<file path="src/rtl/multi_debouncer.sv">
// multi_debouncer: per-channel synchronizer plus a four-state debounce FSM.
// Each channel reports its debounced level, rise/fall strobes and a
// long-press strobe. An optional prescaler strobe (tick_en) paces the
// bounce and hold counters, so debounce time is measured in ticks.
//
// state     | meaning
// ----------+-------------------------------------------------------
// S_0       | stable low
// S_MAYBE_1 | input went high, counting ticks before accepting it
// S_1       | stable high, hold counter running toward long_pulse
// S_MAYBE_0 | input went low, counting ticks; level_out is still 1
module multi_debouncer #(
    parameter int N_CH         = 4,
    parameter int BOUNCE_TICKS = 10,
    parameter int SYNC_STAGES  = 2,
    parameter int LONG_TICKS   = 1000
) (
    input  logic            clk,
    input  logic            rst,
    input  logic            tick_en,
    input  logic [N_CH-1:0] bouncy_in,
    output logic [N_CH-1:0] level_out,
    output logic [N_CH-1:0] rise_pulse,
    output logic [N_CH-1:0] fall_pulse,
    output logic [N_CH-1:0] long_pulse,
    output logic            any_change
);

    localparam int BW = $clog2(BOUNCE_TICKS + 1);
    localparam int HW = $clog2(LONG_TICKS + 1);
    localparam logic [BW-1:0] B_LAST = BW'(BOUNCE_TICKS - 1);
    localparam logic [HW-1:0] H_LAST = HW'(LONG_TICKS - 1);
    localparam logic [HW-1:0] H_MAX  = HW'(LONG_TICKS);

    typedef enum logic [1:0] {
        S_0       = 2'd0,
        S_MAYBE_1 = 2'd1,
        S_1       = 2'd2,
        S_MAYBE_0 = 2'd3
    } state_t;

    logic [N_CH-1:0] sync_q [SYNC_STAGES];
    logic [N_CH-1:0] s;
    logic [N_CH-1:0] commit_rise;
    logic [N_CH-1:0] commit_fall;

    // Synchronizer shift chain; only the last stage feeds the FSMs.
    always_ff @(posedge clk) begin
        if (rst) begin
            for (int k = 0; k < SYNC_STAGES; k++) begin
                sync_q[k] <= '0;
            end
        end else begin
            sync_q[0] <= bouncy_in;
            for (int k = 1; k < SYNC_STAGES; k++) begin
                sync_q[k] <= sync_q[k-1];
            end
        end
    end

    assign s = sync_q[SYNC_STAGES-1];

    for (genvar i = 0; i < N_CH; i++) begin : g_ch
        state_t        state;
        logic [BW-1:0] bounce_cnt;
        logic [HW-1:0] hold_cnt;
        logic          level_q;
        logic          rise_q;
        logic          fall_q;
        logic          long_q;

        // Commit conditions are shared with the any_change register so the
        // summary strobe lands in the same cycle as the per-channel strobes.
        assign commit_rise[i] = (state == S_MAYBE_1) && s[i] && tick_en &&
                                (bounce_cnt == B_LAST);
        assign commit_fall[i] = (state == S_MAYBE_0) && !s[i] && tick_en &&
                                (bounce_cnt == B_LAST);

        // Debounce FSM with registered level, edge strobes and long-press strobe.
        always_ff @(posedge clk) begin
            if (rst) begin
                state      <= S_0;
                bounce_cnt <= '0;
                hold_cnt   <= '0;
                level_q    <= 1'b0;
                rise_q     <= 1'b0;
                fall_q     <= 1'b0;
                long_q     <= 1'b0;
            end else begin
                rise_q <= commit_rise[i];
                fall_q <= commit_fall[i];
                long_q <= 1'b0;
                case (state)
                    S_0: begin
                        if (s[i]) begin
                            state      <= S_MAYBE_1;
                            bounce_cnt <= '0;
                        end
                    end
                    S_MAYBE_1: begin
                        if (!s[i]) begin
                            state <= S_0;
                        end else if (tick_en) begin
                            if (bounce_cnt == B_LAST) begin
                                state    <= S_1;
                                level_q  <= 1'b1;
                                hold_cnt <= '0;
                            end else begin
                                bounce_cnt <= bounce_cnt + 1'b1;
                            end
                        end
                    end
                    S_1: begin
                        // Hold counter saturates, so long_q can fire only once per press.
                        if (tick_en && (hold_cnt != H_MAX)) begin
                            hold_cnt <= hold_cnt + 1'b1;
                            long_q   <= (hold_cnt == H_LAST);
                        end
                        if (!s[i]) begin
                            state      <= S_MAYBE_0;
                            bounce_cnt <= '0;
                        end
                    end
                    S_MAYBE_0: begin
                        // A glitch returning here keeps hold_cnt, so no re-fire.
                        if (s[i]) begin
                            state <= S_1;
                        end else if (tick_en) begin
                            if (bounce_cnt == B_LAST) begin
                                state   <= S_0;
                                level_q <= 1'b0;
                            end else begin
                                bounce_cnt <= bounce_cnt + 1'b1;
                            end
                        end
                    end
                    default: state <= S_0;
                endcase
            end
        end

        assign level_out[i]  = level_q;
        assign rise_pulse[i] = rise_q;
        assign fall_pulse[i] = fall_q;
        assign long_pulse[i] = long_q;
    end

    // Registered OR of all edge strobes across channels.
    always_ff @(posedge clk) begin
        if (rst) begin
            any_change <= 1'b0;
        end else begin
            any_change <= |(commit_rise | commit_fall);
        end
    end

endmodule

</file>
<file path="config.mk">
export PLATFORM = sky130hd
export DESIGN_NAME = multi_debouncer
export DESIGN_NICKNAME = d
export VERILOG_FILES = /design/src/rtl/multi_debouncer.sv
export SDC_FILE = /design/constraint.sdc
export NUM_CORES = 1
export LEC_CHECK = 0
export CAP_MARGIN = 20
export CELL_PAD_IN_SITES_DETAIL_PLACEMENT = 0
export CELL_PAD_IN_SITES_GLOBAL_PLACEMENT = 1
export CORE_MARGIN = 3
export CORE_UTILIZATION = 46
export DETAILED_ROUTE_END_ITERATION = 8
export PLACE_DENSITY = 0.87
export REMOVE_ABC_BUFFERS = 1
export SLEW_MARGIN = 20
export SYNTH_ARGS = -nofsm -noshare
export SYNTH_HDL_FRONTEND = slang
export SYNTH_SLANG_ARGS = --single-unit
export TNS_END_PERCENT = 5
</file>
<file path="constraint.sdc">
create_clock -name clk -period 2.5 [get_ports clk]
set_input_delay 0.25 -clock clk [delete_from_list [all_inputs] [get_ports clk]]
set_output_delay 0.25 -clock clk [all_outputs]
set_load 0.05 [all_outputs]
</file>
# Yosys cells after proc, flatten, opt, wreduce, memory -nomap -nowiden
# Memories as Yosys holds them, arrays and structs flattened.
# Index checks and enable logic that the tools add are counted.
# totals
memories	1
ff_bits	81
input_bits	7
word_cells	307
ramBits	8
output_inout_bits	17
# mem_list
memory	depth	width	rd	rd_clocked_by_memory_dff	write_ports	line	source
sync_q	2	4	2	0	2	42	logic [N_CH-1:0] sync_q [SYNC_STAGES];
# classes
reduce_logical	65
eq_ne	76
bitwise	11
add_sub_neg	8
mux	117
# ops
operator	n
$mux W10	16
$mux W4	26
$pmux W10 S2	4
$mux W2	32
$pmux W4 S4	4
$ne A2 B2 Y1 const B	31
$add A10 B1 Y10 const B	4
$eq A10 B10 Y1 const B	4
$ne A10 B10 Y1 const B	4
$ne A3 B3 Y1 const B	11
$pmux W2 S4	4
$logic_and A1 B1 Y1	28
$reduce_and A7 Y1	4
$mux W1	27
$reduce_and A6 Y1	4
$reduce_and A5 Y1	4
$add A4 B1 Y4 const B	4
$eq A2 B2 Y1 const B	8
$eq A4 B4 Y1 const B	4
$reduce_and A4 Y1	4
$reduce_bool A2 Y1	8
$ne A3 B2 Y1 const B	5
$reduce_or A3 Y1	4
$ne A2 B1 Y1 const B	5
other kinds (8)	28

# Depth between registers and ports, before layout
# Gate-level depths: netlist of run 1.
# depth
ltp_word	6
mapped_depth	8
mapped_depth_nobuf	6

# Least setup slack after synthesis of run 1
# OpenSTA, ideal clock, no wires.
# synth_path
path_type	register to register
start	register g_ch[1].hold_cnt[0]
end	register g_ch[1].hold_cnt[8]
required_ns	2.421
setup_slack_ns	0.735
path_stages_with_launch	7
setup_ns	0.079
synth_period_minus_slack_ns	1.765
arrival_ns	1.686
path_buffers	0
cell_sequence	dfxtp_1 > inv_1 > ha_1 > and3b_1 > a31o_2 > or4_1 > o221ai_2
# synth_between
elab_chain_cells	4
elab_cells_between_ends	7
cone_classes	1 x add/sub; 2 x eq/ne; 2 x mux; 2 x reduce/logical
# synth_rtl
element	line	source
from (decl)	66	logic [HW-1:0] hold_cnt;
from (signal assigned)	116	hold_cnt <= hold_cnt + 1'b1;
parallel branches: the longest is 4 deep, another holds $add A10 B1 Y10	-	
# Several ways; the timed one is not identified. The select of a mux whose other input is x is not followed.
# A chain may end at the register's enable or synchronous reset.

# Final worst setup path of run 1
# layout_path
start	register g_ch[0].hold_cnt[0]
end	register g_ch[0].hold_cnt[2]
# layout_between
elab_chain_cells	4
elab_cells_between_ends	7
cone_classes	1 x add/sub; 2 x eq/ne; 2 x mux; 2 x reduce/logical
# layout_rtl
element	line
from (decl)	66
from (signal assigned)	116
parallel branches: the longest is 4 deep, another holds $add A10 B1 Y10	-
# Several ways; the timed one is not identified. The select of a mux whose other input is x is not followed.

==> results of run 1 <==
-- worst max path at each step --
stage | slack, ps | end | start
5_1_grt | 390 | g_ch[0].hold_cnt[2] | g_ch[0].hold_cnt[0]
6_report | 530 | g_ch[0].hold_cnt[2] | g_ch[0].hold_cnt[0]
3_5_place_dp | 280 | g_ch[0].hold_cnt[2] | tick_en
4_1_cts | 540 | g_ch[0].hold_cnt[2] | g_ch[0].hold_cnt[0]
3_3_place_gp | 330 | g_ch[2].hold_cnt[5] | tick_en
2_1_floorplan | 720 | g_ch[0].hold_cnt[2] | g_ch[0].hold_cnt[0]
-- routing by layer --
| metal | wire length, um | vias to the layer above | track usage, % |
|---|---|---|---|
| met1 | 4590 | 1811 | 23.2 |
| li1 | - | 1976 | - |
| met2 | 4210 | 67 | 27.5 |
| met4 | 180 | 0 | 6.29 |
| met3 | 349 | 16 | 3.74 |
| met5 | 0 | - | 0 |
-- through the flow --
stage	util (%)	cell area (um^2)	power (mW)	hold WS [ps]	worst slack [ps]
after floorplan	-	4350	1.50	319	718
after global placement	50.9	4820	1.55	422	334
after detailed placement	50.9	4820	1.55	423	284
after CTS	53.3	5040	2.68	368	539
after global routing	53.3	5040	2.74	394	394
final	53.3	5040	2.64	372	534
-- flip-flops by register name, summed over array words and instances (netlist names), named ones only --
name             count
g_ch.hold_cnt       40
g_ch.bounce_cnt     16
sync_q               8
g_ch.fall_q          4
g_ch.level_q         4
g_ch.long_q          4
g_ch.rise_q          4
g_ch.state           4
any_change           1
-- layout make-up --
cell class / count / area [um^2]
Multi-Input combinational cell: 380 / 2470
Fill cell: 904 / 4420
Inverter: 27 / 101
Timing Repair Buffer: 30 / 303
Sequential cell: 89 / 1780
Tap cell: 129 / 161
Clock buffer: 10 / 138
Clock inverter: 6 / 90.1
-- power groups by stage --
stage,clock (mW),sequential [mW],combinational (mW)
after CTS,1.16,1.43,0.0868
after floorplan,0,1.47,0.0326
after global placement,0,1.47,0.0855
final,1.12,1.43,0.0865
after global routing,1.21,1.44,0.0954
after detailed placement,0,1.47,0.0864
-- cells by family after synthesis --
| group | Yosys count |
|---|---|
| AND/OR/NAND/NOR | 234 |
| AO/OA/AOI/OAI | 119 |
| flip-flops | 89 |
| buffers and inverters | 68 |
| adder cells (fa/ha/maj) | 16 |
| XOR/XNOR | 9 |
| multiplexers | 2 |
-- worst register-to-register path, cell delays in order, from the launching register on --
cell	delay [ps]
dfxtp_1	390
inv_1	70
ha_1	190
and3b_1	190
a31o_1	420
and2_1	270
a311o_1	340
-- cells in the final DEF, fill, tap and decap left out, drive strengths merged, types with 5 or more instances in the layout --
cell,n
a2111o,5
a21oi,32
a311oi,5
a31oi,13
and2,6
and3,6
and3b,8
and4,10
buf,8
clkbuf,10
clkdlybuf4s50,22
dfxtp,89
ha,16
inv,27
nand2,39
nand2b,8
nand3,38
nand3b,10
nand4,17
nor2,29
nor2b,13
nor3,14
o2111ai,7
o21ai,19
or3,5
or4,11
xor2,5
==> summary.md, run 1 <==
| Metric | Value |
|---|---|
| Most frequent cell after synthesis | dfxtp_1 |
| CP max stage delay | roughly 420 ps |
| IO Pins | 24 |
| Clock Skew | 15.3 ps |
| Vias | around 3900 |
| PostCTS Resize Cnt | 0 |
| Flops & latches, synth | about 90 |
| Average size of a mapped cell | 8.54 um^2 |
| Slew Limit Headroom | about three fifths |
| Hold Crit Depth | 3 |
| Cell Area, Synth | between 0.004 and 0.005 mm^2 |
| Ys flop type | dfxtp_1 |
| Adder-cell share of the synthesized area | 4.36% |
| Final min period | approximately 2000 ps |
| Peak supply drop | around 350 uV |
| H-tree lvl count | 3 |
| Sequential share of power | a little over half |
| CP Buf/Inv Count | 1 |
| Number of global-route vias before repair | around 3500 |
| Pint | 2.05 mW |
| Tcrit/Tclk final | between 70% and 80% |
| Worst EP required | ~2800 ps |
| Via count normalized by instance count | between 5 and 6 |
| CTS root buf | clkbuf_8 |
| Top cells by area, synth | dfxtp_1 (39%), ha_1 (4.4%), nand3_1 (4.1%) |
| Fmax | about 510 MHz |
| Total Routing Usage GR | 17.3% |
| Clock Sinks | a little under 90 |
| CP Max Fanout | 20 |
| HP Class | primary input to flip-flop |
| Tightest Pin Transition | slightly above 600 ps |
| Antenna cells | 0 |
| Total setup buffers inserted after CTS | 0 |
| CTS tree | built |
| PortBufs | 23 |
| Setup crit end kind | flip-flop |
| Cts bufs inserted | 9 |
| Overflow left after global routing | 0 |
| Clock group share of total power | a little over two fifths |
| Number of cells on the critical path | 6 |
| LEAKAGE | 1.74 nW |
| Number of distinct library cells after synthesis | 62 |
| Worst R2R Start | g_ch[0].hold_cnt[0] |
| Setup CP Type | flip-flop to flip-flop |
| Share of the synthesized area in the top cell type | roughly two fifths |
| Drt wl/cell | around 14 um |
| Hold Path End | g_ch[1].rise_q |
| R2R setup slack | roughly 530 ps |
| Hold buffers post-CTS | 0 |
| Crit path DAT | 2230 ps |
| Routed wire length | about 9300 um |
| Mapped Cells | 537 |
| Largest net degree at the start of global routing | just over 70 |
| Post-route insts no fill | roughly 670 |
| Startpoint types | flip-flop |
| Die Ht | ~110 um |
| Compound-gate portion of the synthesized area | between 10% and 20% |
| FP Rows | 35 |
| # setup viols final | 0 |
| Critical path, cell by cell | inv_1 > ha_1 > and3b_1 > a31o_1 > and2_1 > a311o_1 |
| Drt initial violations | between 200 and 250 |
| EDFF count, synth | 0 |
| RSZ-0062 raised after global routing | no |
| Dpl cells | about 660 |
| Setup Total Neg Slack | 0 ps |
| Worst-Skew Late Latency | between 300 and 400 ps |
| Top delay family on crit path | compound AO/OA/AOI/OAI gates |
| First-pass GRT wire length | around 16000 um |
| Post-synth ARST share | 0% |
| R2r worst-path depth | 6 |
| R2R Path End | g_ch[0].hold_cnt[2] |
| Clock Pin Slew Worst Setup and Hold Paths | approximately 100 ps |
| Simple-Gate Fraction of Synth Area | between 20% and 30% |
| Die ar. | 0.0112 mm^2 |
| DRC viols | 0 |
| Critical path's slowest cell | a31o_1 |
| PD cells | 524 mW/mm^2 |
| Most common library cells after synthesis | dfxtp_1 (89), nand2_1 (39), nand3_1 (38) |
| Initial Utilization | approximately half |
| Outcome | completed |
| Longest Clk Path Bufs | 2 |
| Max-slew violations | 0 |
| Largest family of logic cells by synthesized area | simple AND/OR/NAND/NOR gates |
| Antenna violations before repair | 0 |
| HP Start | rst |
| Initial DRT Pass Iterations | 4 |
| Hold Violations, Final | 0 |
| Final HPWL DP | 6220 um |
| Mux contribution to synthesized area | less than 1% |
| Final #Nets | between 500 and 600 |
| Die width | 106 um |
| Synth area leader | dfxtp_1 |
| Gpl congestion | ~0.85 |
| Core area | between 0.009 and 0.01 mm^2 |
| Area Overhead vs Synth | 9.93% |
| Power share of the combinational group | around 3.3% |
| Xor/xnor cell area share of the yosys netlist | 1.72% |
| Register area share after synthesis | ~39% |
| Max-Cap Viols | 0 |
| Routed Antenna Nets | 0 |
| Layout cells sized above 1 | ~6.6% |
| YS warnings | 0 |
| NetSw | approximately 600 uW |
| Switching share of power | about 22% |
No activity file was read; power rests on OpenSTA's default activity.
==> inputs of run 2 (changes only) <==
==> constraint.sdc (replaced) <==
create_clock -name clk -period 1.89 [get_ports clk]
set_input_delay 0.189 -clock clk [delete_from_list [all_inputs] [get_ports clk]]
set_output_delay 0.189 -clock clk [all_outputs]
set_load 0.05 [all_outputs]
==> summary.md, run 2 (synthesized netlist as in run 1, its figures left out) <==
| Metric | Value |
|---|---|
| LEAKAGE | between 1.5 and 2 nW |
| PD cells | between 600 and 700 mW/mm^2 |
| Longest Clk Path Bufs | 2 |
| Gpl congestion | between 0.8 and 0.9 |
| Setup crit end kind | flip-flop |
| Power, Total | 3.49 mW |
| Antenna violations before repair | 0 |
| Worst-Skew Late Latency | around 370 ps |
| Critical path, cell by cell | inv_1 > ha_1 > and3b_1 > a31o_2 > or4_1 > o21ai_0 |
| Routed wire length | between 10000 and 15000 um |
| Core area | 0.00946 mm^2 |
| Number of global-route vias before repair | around 3800 |
| Startpoint types | flip-flop |
| Fin util | 56.5% |
| Total Routing Usage GR | 18.2% |
| Initial DRT Pass Iterations | 5 |
| Filler cells | 860 |
| Crit path DAT | between 2000 and 2500 ps |
| Most frequent cells in the layout | dfxtp_1 (88), buf_4 (42), nand2_1 (39), nand3_1 (38), a21oi_1 (32) |
| Drt initial violations | 170 |
| Tcrit/Tclk final | approximately 94% |
| R2r worst-path depth | 6 |
| Commonest non-fill, non-tap cell in the layout | dfxtp_1 |
| CTS root buf | clkbuf_8 |
| Clock Pin Slew Worst Setup and Hold Paths | ~100 ps |
| HP Class | primary input to flip-flop |
| Final #Nets | 598 |
| Storage cell area | roughly 0.0018 mm^2 |
| Fmax | between 500 and 600 MHz |
| Final min period | 1770 ps |
| Setup Total Neg Slack | 0 ps |
| # setup viols final | 0 |
| Layout cells sized above 1 | roughly an eighth |
| Die width | between 100 and 150 um |
| Routed Antenna Nets | 0 |
| Critical path's slowest cell | or4_1 |
| Met2 Usage GRT | around 31% |
| Outcome | completed |
| Reg with most FFs | g_ch.hold_cnt |
| FP Rows | 35 |
| M1 GR Usage | between 20% and 30% |
| Vias | between 4000 and 5000 |
| First-pass GRT wire length | roughly 17000 um |
| Die Ht | around 110 um |
| CTS tree | built |
| PostCTS Resize Cnt | 0 |
| Drt wl/cell | ~14 um |
| Antenna cells | 0 |
| Die ar. | approximately 0.011 mm^2 |
| Worst EP required | between 2000 and 2500 ps |
| Clock Sinks | around 90 |
| IO Pins | 24 |
| Via count normalized by instance count | between 5 and 6 |
| Max reg flops | 40 |
| RSZ-0062 raised after global routing | no |
| Clock Skew | approximately 12 ps |
| Overflow left after global routing | 0 |
| Initial Utilization | 48.5% |
| Tightest Pin Transition | about 760 ps |
| H-tree lvl count | 3 |
| Total setup buffers inserted after CTS | 0 |
| PortBufs | 23 |
| Area Overhead vs Synth | 16.6% |
| Setup CP Type | flip-flop to flip-flop |
| Max-slew violations | 0 |
| Largest registers in the final layout | g_ch.hold_cnt (40), g_ch.bounce_cnt (16), sync_q (8) |
| Final HPWL DP | about 7200 um |
| GR Layer Usage met3 | 4.41% |
| Peak supply drop | 291 uV |
| DRC viols | 0 |
| Hold buffers post-CTS | 0 |
| Most crowded layer after global routing | met2 |
| Multi-input logic area | 0.00248 mm^2 |
| CP Max Fanout | 9 |
| Largest net degree at the start of global routing | 40 |
| Slew Limit Headroom | between 40% and 50% |
| Cts bufs inserted | 9 |
| Hold Crit Depth | 5 |
| CP max stage delay | about 480 ps |
| Hold Violations, Final | 0 |
| Max-Cap Viols | 0 |
==> run 2: worst max-delay path: cells and delay by family, from the launching register on <==
family                   cells  cell delay [ps]
AND/OR/NAND/NOR              2              670
flip-flops                   1              400
AO/OA/AOI/OAI                2              350
adder cells (fa/ha/maj)      1              200
buffers and inverters        1               80
==> run 2: report_power, final <==
part	internal (mW)	switching (mW)
Clock	0.758	0.720
Combinational	0.0452	0.0737
Sequential	1.89	0.0117
==> run 2: path summary, 6_finish.rpt <==
check,from,end,slack [ps]
worst min register to register,sync_q[0][2],sync_q[0][6],450
worst min-delay path,rst,g_ch[2].hold_cnt[4],330
worst max-delay path,g_ch[3].hold_cnt[0],g_ch[3].hold_cnt[6],120
worst max register to register,g_ch[3].hold_cnt[0],g_ch[3].hold_cnt[6],120
==> run 2: metal layers <==
metal | up-vias | wire [um]
met5 | - | 0
met4 | 0 | 119
met3 | 14 | 415
met2 | 82 | 4940
met1 | 1914 | 4580
li1 | 2054 | -
==> run 2: layout make-up <==
class | instances | area share, %
repair buffers | 68 | 11.2
clock buffers | 9 | 2.32
flip-flops and latches | 89 | 33.3
inverters | 27 | 1.89
well taps | 129 | 3.02
multi-input cells | 380 | 46.3
clock inverters | 7 | 1.89
==> run 2: through the flow <==
step / setup WS (ps) / hold WS, ps / instance area, um^2 / cells
2_1_floorplan: 108 / 258 / 4350 / 496
3_3_place_gp: -58.8 / 420 / 5110 / 693
3_5_place_dp: -95.4 / 432 / 5110 / 693
4_1_cts: 39.0 / 324 / 5340 / 709
5_1_grt: 8.59 / 350 / 5350 / 709
6_report: 117 / 334 / 5350 / 709
